### config.mk
export PLATFORM = sky130hd
export DESIGN_NAME = shift_add_mult
export DESIGN_NICKNAME = d
export VERILOG_FILES = /design/src/rtl/shift_add_mult.sv
export SDC_FILE = /design/constraint.sdc
export NUM_CORES = 1
export LEC_CHECK = 0
export CAP_MARGIN = 0
export CORE_UTILIZATION = 58
export CTS_CLUSTER_SIZE = 28
export DETAILED_ROUTE_END_ITERATION = 10
export PLACE_DENSITY_LB_ADDON = 0.3
export REMOVE_ABC_BUFFERS = 1
export SETUP_SLACK_MARGIN = 0.05
export SLEW_MARGIN = 0
export SYNTH_ARGS = -nofsm -noshare
export SYNTH_HDL_FRONTEND = slang
export SYNTH_SLANG_ARGS = --single-unit
### constraint.sdc
create_clock -name clk -period 7.85 [get_ports clk]
set_clock_uncertainty 0.05 [all_clocks]
set_input_delay 1.1775 -clock clk [delete_from_list [all_inputs] [get_ports clk]]
set_output_delay 1.1775 -clock clk [all_outputs]
set_load 0.03 [all_outputs]
### src/rtl/shift_add_mult.sv
// shift_add_mult: sequential unsigned 16x16 shift-add multiplier around a 16-bit carry-lookahead adder.
// word_CLA is the two-level (4-bit group) lookahead adder the multiplier drives each cycle.
module word_CLA (
    input  logic [15:0] A,
    input  logic [15:0] B,
    input  logic        CIn,
    output logic [15:0] Sum,
    output logic        COut,
    output logic        Overflow
);
    logic [15:0] g, p, c;
    logic [3:0]  gg, pg;
    logic [4:0]  gc;
    assign g = A & B;
    assign p = A ^ B;
    genvar k;
    for (k = 0; k < 4; k++) begin : grp
        assign gg[k] = g[4*k+3] | (p[4*k+3] & g[4*k+2]) | (&p[4*k+3:4*k+2] & g[4*k+1])
                     | (&p[4*k+3:4*k+1] & g[4*k]);
        assign pg[k] = &p[4*k+3:4*k];
        assign c[4*k]   = gc[k];
        assign c[4*k+1] = g[4*k] | (p[4*k] & gc[k]);
        assign c[4*k+2] = g[4*k+1] | (p[4*k+1] & g[4*k]) | (&p[4*k+1:4*k] & gc[k]);
        assign c[4*k+3] = g[4*k+2] | (p[4*k+2] & g[4*k+1]) | (&p[4*k+2:4*k+1] & g[4*k])
                        | (&p[4*k+2:4*k] & gc[k]);
    end
    // Second lookahead level: group carries straight from group generate/propagate.
    assign gc[0] = CIn;
    assign gc[1] = gg[0] | (pg[0] & CIn);
    assign gc[2] = gg[1] | (pg[1] & gg[0]) | (&pg[1:0] & CIn);
    assign gc[3] = gg[2] | (pg[2] & gg[1]) | (&pg[2:1] & gg[0]) | (&pg[2:0] & CIn);
    assign gc[4] = gg[3] | (pg[3] & gg[2]) | (&pg[3:2] & gg[1]) | (&pg[3:1] & gg[0])
                 | (&pg[3:0] & CIn);
    assign Sum      = p ^ c;
    assign COut     = gc[4];
    assign Overflow = gc[4] ^ c[15];
endmodule

module shift_add_mult (
    input  logic        clk,
    input  logic        rst_n,
    input  logic        start,
    input  logic [15:0] A,
    input  logic [15:0] B,
    output logic        busy,
    output logic        done,
    output logic [31:0] product,
    output logic        ovfl
);
    typedef enum logic [1:0] {IDLE, RUN, DONE} state_t;
    state_t      state;
    logic [15:0] m, acc, q, sum;
    logic [4:0]  cnt;
    logic        cout, unused_ovf;
    logic [31:0] nxt;
    word_CLA u_cla (
        .A(acc),
        .B(q[0] ? m : 16'h0000),
        .CIn(1'b0),
        .Sum(sum),
        .COut(cout),
        .Overflow(unused_ovf)
    );
    // Carry-out lands in ACC[15] so no bit of the partial product is lost.
    assign nxt = {cout, sum, q[15:1]};
    always_ff @(posedge clk or negedge rst_n) begin
        if (!rst_n) begin
            state   <= IDLE;
            busy    <= 1'b0;
            done    <= 1'b0;
            product <= '0;
            ovfl    <= 1'b0;
            m       <= '0;
            acc     <= '0;
            q       <= '0;
            cnt     <= '0;
        end else begin
            case (state)
                IDLE: if (start) begin
                    m     <= A;
                    q     <= B;
                    acc   <= '0;
                    cnt   <= '0;
                    busy  <= 1'b1;
                    state <= RUN;
                end
                RUN: begin
                    {acc, q} <= nxt;
                    cnt      <= cnt + 5'd1;
                    if (cnt == 5'd15) begin
                        product <= nxt;
                        ovfl    <= |nxt[31:16];
                        done    <= 1'b1;
                        state   <= DONE;
                    end
                end
                default: begin
                    done  <= 1'b0;
                    busy  <= 1'b0;
                    state <= IDLE;
                end
            endcase
        end
    end
endmodule

**Word-level counts from Yosys, hierarchy flattened**

Index checks and enable logic that the tools add are counted.

- Add/sub/neg operators: 1
- Equality and inequality tests: 4
- Muxes and demuxes: 14
- Bitwise operators: 83
- Reduce and logical (&&, ||, !) cells: 33

Operators by type and width:

| operator | number |
|---|---|
| $pmux W16 S2 | 2 |
| $mux W16 | 3 |
| $and A1 B1 Y1 | 39 |
| $or A1 B1 Y1 | 39 |
| $reduce_and A2 Y1 | 17 |
| $xor A16 B16 Y16 | 2 |
| $reduce_and A3 Y1 | 7 |
| $and A16 B16 Y16 | 1 |
| $reduce_and A8 Y1 | 2 |
| $reduce_or A16 Y1 | 1 |
| $reduce_and A12 Y1 | 1 |
| $reduce_and A4 Y1 | 3 |
| $pmux W5 S2 | 1 |
| $add A5 B1 Y5 const B | 1 |
| $eq A5 B4 Y1 const B | 1 |
| $mux W5 | 1 |
| $mux W2 | 2 |
| $ne A2 B2 Y1 const B | 2 |
| $pmux W1 S2 | 2 |
| $pmux W2 S2 | 1 |
| $eq A2 B1 Y1 const B | 1 |
| $logic_not A2 Y1 | 1 |
| $mux W1 | 2 |
| $not A1 Y1 | 2 |
| $reduce_bool A2 Y1 | 1 |

- Flip-flop bits (word level): 90
- Bits of input ports: 35
- Output and inout bits: 35
- Logic and storage cells: 144

**Logic depth before layout (Yosys ltp)**

Gate-level depths: netlist of the first run.

- Depth in word-level cells: 13
- Gate-level depth with buffers: 14
- Mapped depth without buffers: 13

**Hierarchy**

From an unflattened synthesis of the first run, not the netlist that was laid out.

- Cells, all modules: 359
- Area total of the unflattened synthesis: 4,390.5 um2

Modules (own cells, without submodules):

| module | instances | cells an instance | area an instance (um2) | sequential area each (um2) |
|---|---|---|---|---|
| shift_add_mult | 1 | 271 | 3,676.0 | 2,252.2 |
| word_CLA | 1 | 88 | 714.4 | 0.0 |

**Worst setup path after synthesis of the first run**

OpenSTA, ideal clock, no wires.

- Path kind: flip-flop to flip-flop
- Start: reg q[0]
- End: reg ovfl
- Library setup time: 148 ps
- Data arrival time: 2,931 ps
- Required time: 7,652 ps
- Slack: 4,721 ps
- Cell stages (with the launch flop): 14
- Buffers on the path: 1
- Period minus slack after synthesis: 3,129 ps
- Cells stage by stage: dfrtp_1 > clkbuf_1 > and2_1 > ha_1 > a21oi_1 > nor2_1 > o31ai_2 > nand2_1 > fa_1 > nor4b_1 > nand2_1 > nor3_1 > o311a_1 > a41oi_1

- Elaborated cells between the ends (all ways): 107
- Classes of those cells: mux: 1; bitwise: 81; reduce/logical: 25

RTL lines:

| element | line | text |
|---|---|---|
| start: declaration | 52 | `logic [15:0] m, acc, q, sum;` |
| start signal: assignment | 88 | `{acc, q} <= nxt;` |
| $mux W16 * | 58 | `.B(q[0] ? m : 16'h0000),` |
| $xor A16 B16 Y16 / $and A16 B16 Y16 (equally long branches) | 15, 14 |  |
| $and A1 B1 Y1 / $reduce_and A2 Y1 (equally long branches) | 18 | `assign gg[k] = g[4*k+3] \| (p[4*k+3] & g[4*k+2]) \| (&p[4*k+3:4*k+2] & g[4*k+1])` |
| $or A1 B1 Y1 / $and A1 B1 Y1 (equally long branches) | 18 |  |
| $or A1 B1 Y1 | 18 |  |
| $or A1 B1 Y1 | 19 | `\| (&p[4*k+3:4*k+1] & g[4*k]);` |
| $and A1 B1 Y1 | 31 | `assign gc[3] = gg[2] \| (pg[2] & gg[1]) \| (&pg[2:1] & gg[0]) \| (&pg[2:0] & CIn);` |
| $or A1 B1 Y1 (2 in a row) | 31 |  |
| $xor A16 B16 Y16 * | 34 | `assign Sum = p ^ c;` |
| via sum[12] | 52 |  |
| $reduce_or A16 Y1 * | 92 | `ovfl <= \|nxt[31:16];` |
| end signal: assignment | 92 |  |
| end: declaration | 48 | `output logic ovfl` |

Mark *: on every way through the listed nets, which the timed path passes. The rest lies on a longest branch.
A chain may end at the register's enable or synchronous reset.

**Worst setup path in the final report of the first run**

- Start: in start
- End: reg m[13]

- Cells in the longest elaborated chain, start to end: 1

Ends and longest elaborated chain:

| element | line | text |
|---|---|---|
| start: declaration | 42 | `input logic start,` |
| $reduce_and A2 Y1 (no line) | n/a |  |
| end signal: assignment | 73 | `m <= '0;` |
| end signal: assignment | 80 | `m <= A;` |
| end: declaration | 52 |  |

Every way passes these cells.

==> flow_summary.ini, run 1 <==
[setup_path]
cpMaxStageDelayCell = nor2b_1
slowest_delay_ps = 1010
worstPathMaxFanout = 18
required_ps = 8100
crit_family = simple AND/OR/NAND/NOR gates
critPathKind = input pin to flip-flop
critPathLaunchType = input pin
crit_chain = clkdlybuf4s50_1, nor2b_1, nor2b_1, nand2_1, nand2_1
worstPathArrival_ps = 4250
worst_setup_path_end_kind = flip-flop
worst-path-buf-inv = 1

[global_routing]
grt_max_degree = 57
gr-usage-all-layers_pct = 27.5
grt_pass1_vias = 3491
antenna_found_initial = 0
overflow = 0
grt_pass1_wl_mm = 16.4

[cells_and_area]
mostFrequentLayoutCells = nand2_1 (143), dfrtp_1 (90), clkdlybuf4s50_1 (68)
seqCellArea_sq_mm = 0.00225
nNetsFinal = 588
area_growth_pct = 20.8
instances_no_fill = 635
fill_cells = 542
fin_util_pct = 72.6
layout_commonest_cell = nand2_1
multi_input_area_sq_mm = 0.00200
diodes = 0
drive_gt1_share_pct = 5.04

[drt]
ant_nets = 0
drt_iter0_drc = 254
vias = 3665
drc = 0
via_per_inst = 5.77
dr.pass1.iters = 5
wl_per_cell_um = 16.0
routed_wl_mm = 10.1

[place]
place_inst = 619
post-place-ws_ps = 3500
port_buffers = 69
gp_congestion = 0.820
dp_hpwl_mm = 6.94

[clocking]
cts_made_buffers = 9
cts_num_sinks = 90
cts_tree = done
post_cts_buffers = 0
clk-insertion-delay-late_ps = 360
cts_hold_buf = 0
htreeDepth = 3
cts-root-buf = clkbuf_8
clk_path_buf_depth = 2
cts.clk_slew.worst_paths_ps = 90
cts_resized = 0

[floorplan]
die-area_sq_mm = 0.00791
row_count = 31
io_pins = 70
die_x_um = 88.9
core_region_area_sq_mm = 0.00729
initial_core_util_pct = 60.1
chipHeight_um = 88.9

[synthesis]
synth_cell_types = 41
yosys_warnings = 0
synthesis.area_sq_mm = 0.00438
synth.avg_cell_area_sq_um = 9.29
syn-instance-count = 472
synth.yosys.seq_area_share_pct = 51.4
synthArstFlopShare_pct = 100
ys_ff_latch = 90
synth_edf_count = 0
synth_flop_cell = dfrtp_1

[power]
leakagePower_nw = 2.47
total_power_mw = 2.19
vdd_drop_max_mv = 0.199
power.density_mw_per_mm2 = 414

[sta]
min_period_over_period_pct = 51.0
clock.fmax_mhz = 250
slew_violations = 0
worstMarginPinSlew_ps = 1200
final_hold_viol_count = 0
setup_viol = 0
rsz0062_at_grt = false
period_needed_ps = 4000
finalWorstSetupSlack_ps = 3850
tns_ps = 0
relSlewSlack_pct = 20.0

[job]
cap_violations = 0

[min_path]
hold_class = flip-flop to flip-flop

[run_status]
status = completed
[worst min-delay path, stage by stage, from the launching register on]
cell,delay [ps]
dfrtp_1,350
nand2_1,50
nand2_1,50
[path summary, 6_finish.rpt]
kind | cells after the start | slack [ps] | from | endpoint
setup / recovery | 5 | 3850 | start | m[13]
hold / removal | 2 | 430 | m[5] | m[5]
setup reg to reg | 12 | 4080 | q[0] | ovfl
hold reg to reg | 2 | 430 | m[5] | m[5]
max in group asynchronous | 2 | 6000 | rst_n | m[7]
min in group asynchronous | 1 | 700 | rst_n | product[20]
[cells by family (layout without fill, tap and decap cells)]
family / after synthesis / count (layout) / share of synthesized area (%)
buf+inv: 34 / 98 / 3.03
simple gates: 205 / 205 / 20.6
xor+xnor: 8 / 8 / 1.60
fa+ha+maj: 22 / 22 / 6.97
compound gates: 113 / 113 / 16.4
flops: 90 / 90 / 51.4
[routing by layer]
| layer | up-vias | routed length (um) | track usage (%) |
|---|---|---|---|
| met5 | - | 0 | 0 |
| met4 | 0 | 192 | 11.0 |
| met3 | 18 | 676 | 3.51 |
| met2 | 142 | 4890 | 45.3 |
| met1 | 1789 | 4390 | 37.3 |
| li1 | 1716 | - | - |
[state kept, by name, indices dropped and copies added (netlist names)]
name / cells
state: 2
busy: 1
acc: 16
cnt: 5
ovfl: 1
product: 32
q: 16
m: 16
done: 1
[stage by stage]
stage / hold WS, ps / cell area (sq um)
after floorplan: 387 / 4290
after global placement: 402 / 5130
after detailed placement: 408 / 5130
after CTS: 430 / 5300
after global routing: 451 / 5300
final: 426 / 5300
[cell usage after synthesis (5+ instances only)]
cell / count / area (sq um)
nand2_1: 143 / 537
dfrtp_1: 90 / 2250
o21ai_0: 43 / 215
a21oi_1: 26 / 130
nor2b_1: 20 / 125
clkbuf_1: 19 / 71.3
ha_1: 18 / 225
a22oi_1: 15 / 113
and2_1: 15 / 93.8
inv_1: 10 / 37.5
nor3_1: 6 / 30.0
xnor2_1: 6 / 52.6
a22o_1: 5 / 43.8
nor2_1: 5 / 18.8
[area by class of cell]
type,instances,area share (%)
multi-input combinational,348,37.8
sequential,90,42.5
clock buffer,10,2.41
timing repair buffer,72,13.4
clock inverter,6,0.803
tap,99,2.34
inverter,10,0.709
[power by group]
group          total (mW)  internal (mW)  switching [mW]
clock               0.285          0.116           0.169
sequential          0.841          0.681           0.160
combinational        1.07          0.438           0.627
No activity file was read; power rests on OpenSTA's default activity.
==> run 2, diff against run 1 <==
- CORE_UTILIZATION: 58 -> 54
- clock period: 7.85 -> 4 ns (I/O delays scaled with it)
==> run 2 against run 1 <==
Worst setup slack got worse by 3300 ps. First-iteration DRC count decreased by 25%. Via count decreased by 1.4%. Cell area increased by 1.0%. Sequential power increased by 97%. Power increased by 99%. Clock power increased by 110%. Routed wire length decreased by 0.94%. Sequential share of layout area decreased by 0.41 points.
==> flow_summary.ini, run 2 (synthesis results as in run 1) <==
[power]
total_power_mw = 4.36
vdd_drop_max_mv = 0.321
leakagePower_nw = 2.50
power.density_mw_per_mm2 = 814

[floorplan]
initial_core_util_pct = 56.1
io_pins = 70
core_region_area_sq_mm = 0.00781
die_x_um = 92.1
die-area_sq_mm = 0.00848
row_count = 32
chipHeight_um = 92.1

[place]
dp_hpwl_mm = 6.92
post-place-ws_ps = 437
port_buffers = 69
dpl_cell_area_sq_mm = 0.00516
gp_congestion = 0.851

[global_routing]
antenna_found_initial = 0
grt_pass1_wl_mm = 17.2
grt_pass1_vias = 3568
grt_max_degree = 67
gr-usage-all-layers_pct = 26.0
overflow = 0

[setup_path]
r2r_cells = 12
cpMaxStageDelayCell = dfrtp_2
critPathKind = flip-flop to flip-flop
worst_setup_path_end_kind = flip-flop
slowest_delay_ps = 520
critPathLaunchType = flip-flop
required_ps = 4140
crit_chain = and2_1, ha_1, a21oi_1, nor3_1, o31ai_2, nand2_1, fa_1, nor4b_1, nand2_1, nor3_1, o311a_1, a41oi_1
worstPathArrival_ps = 3640
reg2reg_slack_ps = 510
worst-path-buf-inv = 0
critical_path_depth = 12
crit_family = simple AND/OR/NAND/NOR gates
worstPathMaxFanout = 17

[cells_and_area]
nNetsFinal = 593
mostFrequentLayoutCells = nand2_1 (143), dfrtp_1 (89), clkdlybuf4s50_1 (68)
diodes = 0
stdcell_area_sq_mm = 0.00535
largest_reg_flops = 32
regMostFlops = product
drive_gt1_share_pct = 5.37
fill_cells = 643
area_growth_pct = 22.1
layout_commonest_cell = nand2_1

[sta]
rsz0062_at_grt = false
period_needed_ps = 3490
relSlewSlack_pct = 45.8
worstMarginPinSlew_ps = 814
tns_ps = 0
clock.fmax_mhz = 286
slew_violations = 0
finalWorstSetupSlack_ps = 507
min_period_over_period_pct = 87.3
setup_viol = 0
final_hold_viol_count = 0

[clocking]
cts_made_buffers = 9
cts_tree = done
cts_hold_buf = 0
htreeDepth = 3
cts_num_sinks = 90
post_cts_buffers = 0
clk-insertion-delay-late_ps = 350
clk_path_buf_depth = 2
cts-root-buf = clkbuf_8
cts.clk_slew.worst_paths_ps = 80

[drt]
vias = 3613
via_per_inst = 5.63
dr.pass1.iters = 4
routed_wl_mm = 10.1
wl_per_cell_um = 15.7
ant_nets = 0
drc = 0
drt_iter0_drc = 191

[job]
cap_violations = 0

[min_path]
hold_class = input pin to asynchronous set/reset pin

[run_status]
status = completed
## run 2: what timing repair did
| item | CTS | global route |
|---|---|---|
| gates resized for setup | 0 | 1 |
| setup endpoints to repair | 0 | 1 |
| hold endpoints to repair | 0 | 0 |
## run 2: power by group
part           switching (mW)  leakage (nW)  internal, mW  total (mW)
registers               0.326          1.10          1.34        1.66
clock network           0.300        0.0897         0.304       0.604
logic                    1.22          1.31         0.866        2.09
## run 2: layout make-up
type                    count  area [sq um]  share of cell area, %
well taps                 102           128                   2.38
inverters                  10          37.5                  0.701
multi-input cells         348          2000                   37.3
flip-flops and latches     90          2250                   42.1
clock inverters             2          37.5                  0.701
repair buffers             77           748                   14.0
clock buffers              13           149                   2.78
## run 2: worst register-to-register path, delay by kind of cell (launching register included)
kind | cells | cell delay, ps
and+or+nand+nor | 6 | 1030
AOI/OAI and AO/OA | 4 | 920
adders and majority gates | 2 | 830
DFF | 1 | 520
## run 2: final timing paths
check | start | endpoint
worst max-delay path | q[0] | ovfl
worst min-delay path | rst_n | product[24]
worst max register to register | q[0] | ovfl
worst min register to register | m[13] | m[13]
max in group asynchronous | rst_n | q[0]
min in group clk | m[13] | m[13]
## run 2: per-layer routing
| layer | wire, um | up-vias | global-route usage, % |
|---|---|---|---|
| met4 | 201 | 0 | 10.4 |
| met1 | 4630 | 1768 | 35.8 |
| met3 | 407 | 19 | 3.81 |
| met2 | 4820 | 96 | 41.4 |
| li1 | - | 1730 | - |
| met5 | 0 | - | 0 |
## run 2: per-stage QoR
stage	hold slack [ps]	std cells	util, %
after global placement	405	627	66.1
final	294	642	68.5
after detailed placement	408	627	66.1
after global routing	364	642	68.5
after CTS	326	642	68.5
after floorplan	254	448	-
